`src/rtl/alu_issue_unit.sv`:
```
// Request FIFO plus IDLE/EXEC/DONE sequencer around a combinational 8-bit ALU.
// Operands are registered into the ALU, and the result is held in a response register until it is accepted.
module alu_issue_unit #(
   parameter int DATA_W = 8,
   parameter int OP_W   = 3,
   parameter int DEPTH  = 4,
   parameter int TAG_W  = 4,
   parameter int CNT_W  = 16
) (
   input  logic              clk,
   input  logic              rst_n,
   input  logic              flush,
   input  logic              req_valid,
   output logic              req_ready,
   input  logic [DATA_W-1:0] req_a,
   input  logic [DATA_W-1:0] req_b,
   input  logic [OP_W-1:0]   req_opcode,
   input  logic [TAG_W-1:0]  req_tag,
   output logic [DATA_W-1:0] alu_a,
   output logic [DATA_W-1:0] alu_b,
   output logic [OP_W-1:0]   alu_opcode,
   input  logic [DATA_W-1:0] alu_out,
   input  logic [4:0]        alu_flags,
   output logic              rsp_valid,
   input  logic              rsp_ready,
   output logic [DATA_W-1:0] rsp_result,
   output logic [4:0]        rsp_flags,
   output logic [TAG_W-1:0]  rsp_tag,
   output logic [CNT_W-1:0]  op_count
);

   localparam int AW = (DEPTH > 1) ? $clog2(DEPTH) : 1;

   typedef struct packed {
      logic [DATA_W-1:0] a;
      logic [DATA_W-1:0] b;
      logic [OP_W-1:0]   op;
      logic [TAG_W-1:0]  tag;
   } req_t;

   typedef enum logic [1:0] {IDLE, EXEC, DONE} state_t;

   req_t             mem [DEPTH];
   logic [AW-1:0]    wr_ptr, rd_ptr;
   logic [AW:0]      count;
   logic             empty, full;
   logic             push, pop, capture, complete;
   logic [TAG_W-1:0] cur_tag;
   req_t             head;
   state_t           state, state_nxt;

   assign empty     = (count == '0);
   assign full      = (count == (AW+1)'(DEPTH));
   assign req_ready = !full && !flush;
   assign push      = req_valid && req_ready;
   assign head      = mem[rd_ptr];

   // Flush overrides everything: no pop, no capture, and a pending handshake is dropped
   always_comb begin
      state_nxt = state;
      pop       = 1'b0;
      capture   = 1'b0;
      complete  = 1'b0;
      case (state)
         IDLE: if (!empty) begin
            pop       = 1'b1;
            state_nxt = EXEC;
         end
         EXEC: begin
            capture   = 1'b1;
            state_nxt = DONE;
         end
         DONE: if (rsp_ready) begin
            complete = 1'b1;
            if (!empty) begin
               pop       = 1'b1;
               state_nxt = EXEC;
            end else begin
               state_nxt = IDLE;
            end
         end
         default: state_nxt = IDLE;
      endcase
      if (flush) begin
         state_nxt = IDLE;
         pop       = 1'b0;
         capture   = 1'b0;
         complete  = 1'b0;
      end
   end

   always_ff @(posedge clk or negedge rst_n) begin
      if (!rst_n) state <= IDLE;
      else        state <= state_nxt;
   end

   // Storage needs no reset; occupancy is tracked by the pointers and the count
   always_ff @(posedge clk) begin
      if (push) mem[wr_ptr] <= '{a: req_a, b: req_b, op: req_opcode, tag: req_tag};
   end

   always_ff @(posedge clk or negedge rst_n) begin
      if (!rst_n) begin
         wr_ptr <= '0;
         rd_ptr <= '0;
         count  <= '0;
      end else if (flush) begin
         wr_ptr <= '0;
         rd_ptr <= '0;
         count  <= '0;
      end else begin
         if (push) wr_ptr <= wr_ptr + AW'(1);
         if (pop)  rd_ptr <= rd_ptr + AW'(1);
         case ({push, pop})
            2'b10:   count <= count + (AW+1)'(1);
            2'b01:   count <= count - (AW+1)'(1);
            default: count <= count;
         endcase
      end
   end

   always_ff @(posedge clk or negedge rst_n) begin
      if (!rst_n) begin
         alu_a      <= '0;
         alu_b      <= '0;
         alu_opcode <= '0;
         cur_tag    <= '0;
      end else if (pop) begin
         alu_a      <= head.a;
         alu_b      <= head.b;
         alu_opcode <= head.op;
         cur_tag    <= head.tag;
      end
   end

   always_ff @(posedge clk or negedge rst_n) begin
      if (!rst_n) begin
         rsp_valid  <= 1'b0;
         rsp_result <= '0;
         rsp_flags  <= '0;
         rsp_tag    <= '0;
         op_count   <= '0;
      end else begin
         if (flush) begin
            rsp_valid <= 1'b0;
         end else if (capture) begin
            rsp_valid  <= 1'b1;
            rsp_result <= alu_out;
            rsp_flags  <= alu_flags;
            rsp_tag    <= cur_tag;
         end else if (complete) begin
            rsp_valid <= 1'b0;
            op_count  <= op_count + CNT_W'(1);
         end
      end
   end

endmodule

```
`config.mk`:
```
export PLATFORM = sky130hd
export DESIGN_NAME = alu_issue_unit
export DESIGN_NICKNAME = d
export VERILOG_FILES = /design/src/rtl/alu_issue_unit.sv
export SDC_FILE = /design/constraint.sdc
export NUM_CORES = 1
export LEC_CHECK = 0
export BUFFER_PORTS_ARGS = -buffer_cell sky130_fd_sc_hd__buf_2
export CAP_MARGIN = 20
export CORE_ASPECT_RATIO = 0.6
export CORE_MARGIN = 2
export CORE_UTILIZATION = 40
export DETAILED_ROUTE_END_ITERATION = 8
export GPL_ROUTABILITY_DRIVEN = 0
export PLACE_DENSITY = 0.66
export SYNTH_ARGS = -nofsm -noshare
export SYNTH_HDL_FRONTEND = slang
export SYNTH_SLANG_ARGS = --single-unit
```
`constraint.sdc`:
```
create_clock -name clk -period 5.81 [get_ports clk]
set_clock_uncertainty 0.05 [all_clocks]
set_input_delay 1.162 -clock clk [delete_from_list [all_inputs] [get_ports clk]]
set_output_delay 1.162 -clock clk [all_outputs]
set_load 0.1 [all_outputs]
```
* After elaboration in Yosys (flattened, before gate mapping) *
Memories as Yosys holds them, arrays and structs flattened. A register that Yosys moved wholly into a read port is not among the register bits.
Index checks and enable logic that the tools add are counted.

word-level totals
  bits in registers = 43
  memory bits (writable) = 92
  input port bits = 41
  output and inout bits = 54
  logic and storage cells = 63
  memories = 1

memory list
  memory  depth  width  rd ports  clocked after Yosys merged registers in  wr ports  line  source
  mem     4      23     1         1                                        1         43    req_t mem [DEPTH];

cells by class
  $add $sub $neg = 5
  equality and inequality tests = 7
  multiplexer cells = 25
  bitwise operators = 2
  reductions and logical operators = 14

operator list
  operator                 count
  $add A16 B1 Y16 const B  1
  $mux W1                  14
  $mux W2                  7
  $ne A3 B3 Y1 const B     2
  $pmux W2 S3              1
  $pmux W3 S2              1
  $reduce_bool A3 Y1       2
  $add A2 B1 Y2 const B    2
  $eq A2 B1 Y1 const B     2
  $eq A2 B2 Y1 const B     2
  $reduce_and A2 Y1        2
  $reduce_bool A2 Y1       2
  $add A3 B1 Y3 const B    1
  $eq A3 B3 Y1 const B     1
  $logic_not A1 Y1         3
  $logic_not A3 Y1         1
  $mux W3                  1
  $reduce_and A3 Y1        1
  $sub A3 B1 Y3 const B    1
  $logic_and A1 B1 Y1      2
  $logic_not A2 Y1         1
  $not A1 Y1               2
  $pmux W1 S2              1

* Depth between registers and ports, before layout *
  depth after elaboration = 8
  gate-level depth with buffers = 8
  depth with buffers taken out = 7

* Least setup slack after synthesis *
Ideal clock, no wire load.

  path kind = in2out
  start point = input port flush
  end point = output port req_ready
  arrival = 2.204 ns
  data required time = 4.598 ns
  path slack = 2.394 ns
  stages = 3
  path through = clkbuf_1 > inv_1 > and2_1

between the ends
  longest elaborated chain between the ends = 2

RTL lines
  item                 line  source
  start: declaration   12    input logic flush,
  $logic_not A1 Y1     54    assign req_ready = !full && !flush;
  $logic_and A1 B1 Y1  54
  end: declaration     14    output logic req_ready,

No other way between the ends.

* Worst setup path after layout *
  start point = input port rsp_ready
  end point = register count[2]

between the ends
  longest elaborated chain between the ends = 6

RTL lines
  item                                                 line  source
  start: declaration                                   25    input logic rsp_ready,
  $mux W1 *                                            73    DONE: if (rsp_ready) begin
  $pmux W1 S2 *                                        64    case (state)
  $mux W1 *                                            84    if (flush) begin
  $eq A2 B1 Y1 / $eq A2 B2 Y1 (equally long branches)  114   case ({push, pop})
  $pmux W3 S2                                          114
  $mux W3                                              107   end else if (flush) begin
  end signal: assignment                               115   2'b10: count <= count + (AW+1)'(1);
  end signal: assignment                               116   2'b01: count <= count - (AW+1)'(1);
  end signal: assignment                               117   default: count <= count;
  end: declaration                                     45    logic [AW:0] count;

Mark *: on every way between the ends. The rest lies on a longest branch, timed or not.
A chain may end at the register's enable or synchronous reset.

==> results.cfg <==
[setup_path]
worstSetupStartpointType = input pin
worstPathRequired_ps = 6050
cp.arrival_ps = 3620
r2r-end = count[2]
ff2ff_setup_slack_ps = 2820
reg2reg_from = count[1]
cp-end-kind = flop
rr_worst_depth = 8
cp_max_fo = 25
critPathKind = input pin to flop

[timing]
relSlewSlack = 0.351
rsz0062_at_grt = no
worst_slack_ps = 2440
report.final.setup_viol = 0
hold_viol = 0
finalCritPeriodShare = 0.581
period_minus_slack_ps = 3370
worstMarginPinSlew_ps = 972
tns_ps = 0
slew_viol_final = 0
max_freq_mhz = 296
timing.hold.ws_ps = 450

[cts]
cts_root_buf = clkbuf_16
hold_buffers = 0
path_clk_slew_ps = 60
cts_buffers = 17
insertion_delay_ps = 410
cts_sinks = 158
cts_tree = yes
htree_levels = 4
clk_path_buf_depth = 2
post_cts_buffers = 0
cts_resized = 0

[global_routing]
grt_pass1_wl_um = 17600
grt_max_degree = 67
grtUsageTotal = 0.146
grt.overflow.total = 0
grt_pass1_vias = 3300
grt_antenna_before_repair = 1

[synthesis]
syn_inst = 324
netlist_area_sq_mm = 0.00614
synth.net_count = 371
synth_cell_types = 38
yosysSeqAreaShare = 0.719
synth.avg_cell_area_sq_um = 19.0
synth-seq-cells = 158
synth_warnings = 0

[final_layout]
n_antenna_cell = 0
regArea_sq_mm = 0.00442
mostFrequentLayoutCell = buf_2
final_cell_mix = buf_2 (93), edfxtp_1 (92), dfrtp_1 (65), mux2_2 (41), mux4_2 (23)
fillers = 1285
syn_to_final_growth_pct = 21.5
multi_input_area_sq_mm = 0.00165
fin_nets = 477
drive_gt1_frac = 0.460
post-route-util = 0.491

[floorplan]
core-area_sq_mm = 0.0152
fp.dieH_um = 100
ios = 95
num_rows = 35
die-area_sq_mm = 0.0164
start_util = 0.404
die_width_um = 164

[hold_path]
min-delay-start = rsp_tag[3]
hold_depth = 1
holdCritPathClass = flop to flop
hold_end = rsp_tag[3]

[routing]
viasPerCell = 4.91
wl_um = 11300
wire_per_inst_um = 17.4
drc = 0
via_count = 3175
ant_nets = 0
first_iter_violations = 264
drt_pre_antenna_iters = 5

[place]
dp_hpwl_um = 7090
place_ws_ps = 2000
portBuffers = 94

[status]
status = complete, no violations

[job]
maxCapViolCount = 0
==> how the worst max path moves through the flow <==
stage / endpoint / slack (ps) / cells after the start / startpoint
final: count[2] / 2440 / 9 / rsp_ready
after global routing: count[2] / 2290 / 9 / rsp_ready
after CTS: count[2] / 2440 / 9 / rsp_ready
after detailed placement: count[2] / 2000 / 9 / rsp_ready
after global placement: count[2] / 2060 / 9 / rsp_ready
after floorplan: req_ready / 2390 / 3 / flush
==> cell usage after synthesis, drive strengths merged <==
library cell / number / share of area
clkbuf: 4 / 0.0024
and4: 4 / 0.0057
mux2: 43 / 0.079
nor4: 1 / 0.0035
nand2: 11 / 0.0067
nand3: 4 / 0.0033
nor2b: 5 / 0.0051
or3b: 2 / 0.0033
mux2i: 1 / 0.0016
buf: 9 / 0.0084
and2: 2 / 0.0020
o31ai: 1 / 0.0012
and3: 6 / 0.0061
inv: 4 / 0.0024
o22ai: 1 / 0.0010
mux4: 23 / 0.084
a21oi: 1 / 0.00081
dfrtp: 66 / 0.27
nor4b: 1 / 0.0014
xnor2: 16 / 0.026
or4: 1 / 0.0012
edfxtp: 92 / 0.45
nor3: 2 / 0.0033
nand4: 4 / 0.0041
xor2: 2 / 0.0029
nor2: 7 / 0.0047
and4bb: 1 / 0.0020
nand2b: 1 / 0.0010
a31o: 1 / 0.0014
nand4bb: 1 / 0.0018
fa: 1 / 0.0033
o311ai: 1 / 0.0014
ha: 5 / 0.010
==> through the flow <==
step / area, sq um / std cells
CTS: 7460 / 646
finish: 7460 / 646
global route: 7460 / 646
floorplan: 6140 / 324
detailed placement: 6850 / 614
global placement: 6850 / 614
==> per-layer routing <==
| layer | vias up | GRT usage | wire [um] | part of all wire |
|---|---|---|---|---|
| met5 | - | 0 | 13 | 0.0012 |
| met4 | 2 | 0.0648 | 131 | 0.012 |
| met3 | 11 | 0.0372 | 568 | 0.050 |
| met2 | 78 | 0.227 | 5310 | 0.47 |
| met1 | 1636 | 0.197 | 5240 | 0.47 |
| li1 | 1448 | - | - | - |
==> cell type report <==
cell class,instances,share of cell area
timing repair buffer,100,0.0694
clock inverter,8,0.0121
inverter,4,0.00201
clock buffer,24,0.0702
multi-input combinational,149,0.221
tap,203,0.0340
sequential,158,0.592
==> registers in the layout, summed over array words and instances (netlist names), 4 cells and up <==
signal      cells
alu_b           8
rsp_flags       5
rsp_tag         4
cur_tag         4
mem            92
op_count       16
alu_a           8
rsp_result      8
==> critical path, cell delays in order <==
cell     delay, ps
buf_2          120
nor2b_1        400
nor4_4          50
buf_4          270
nor2b_1        190
fa_1           400
or4_1          520
o22ai_1        160
mux2_1         340
==> cells by family after synthesis <==
group,share of synthesized area
buf+inv,0.0132
xor+xnor,0.0287
flops,0.719
fa+ha+maj,0.0134
mux,0.165
compound gates,0.00591
simple gates,0.0552
Power is left out: the tool's default activity adds up to more than one toggle a clock period on the data nets, which glitch-free logic cannot reach.
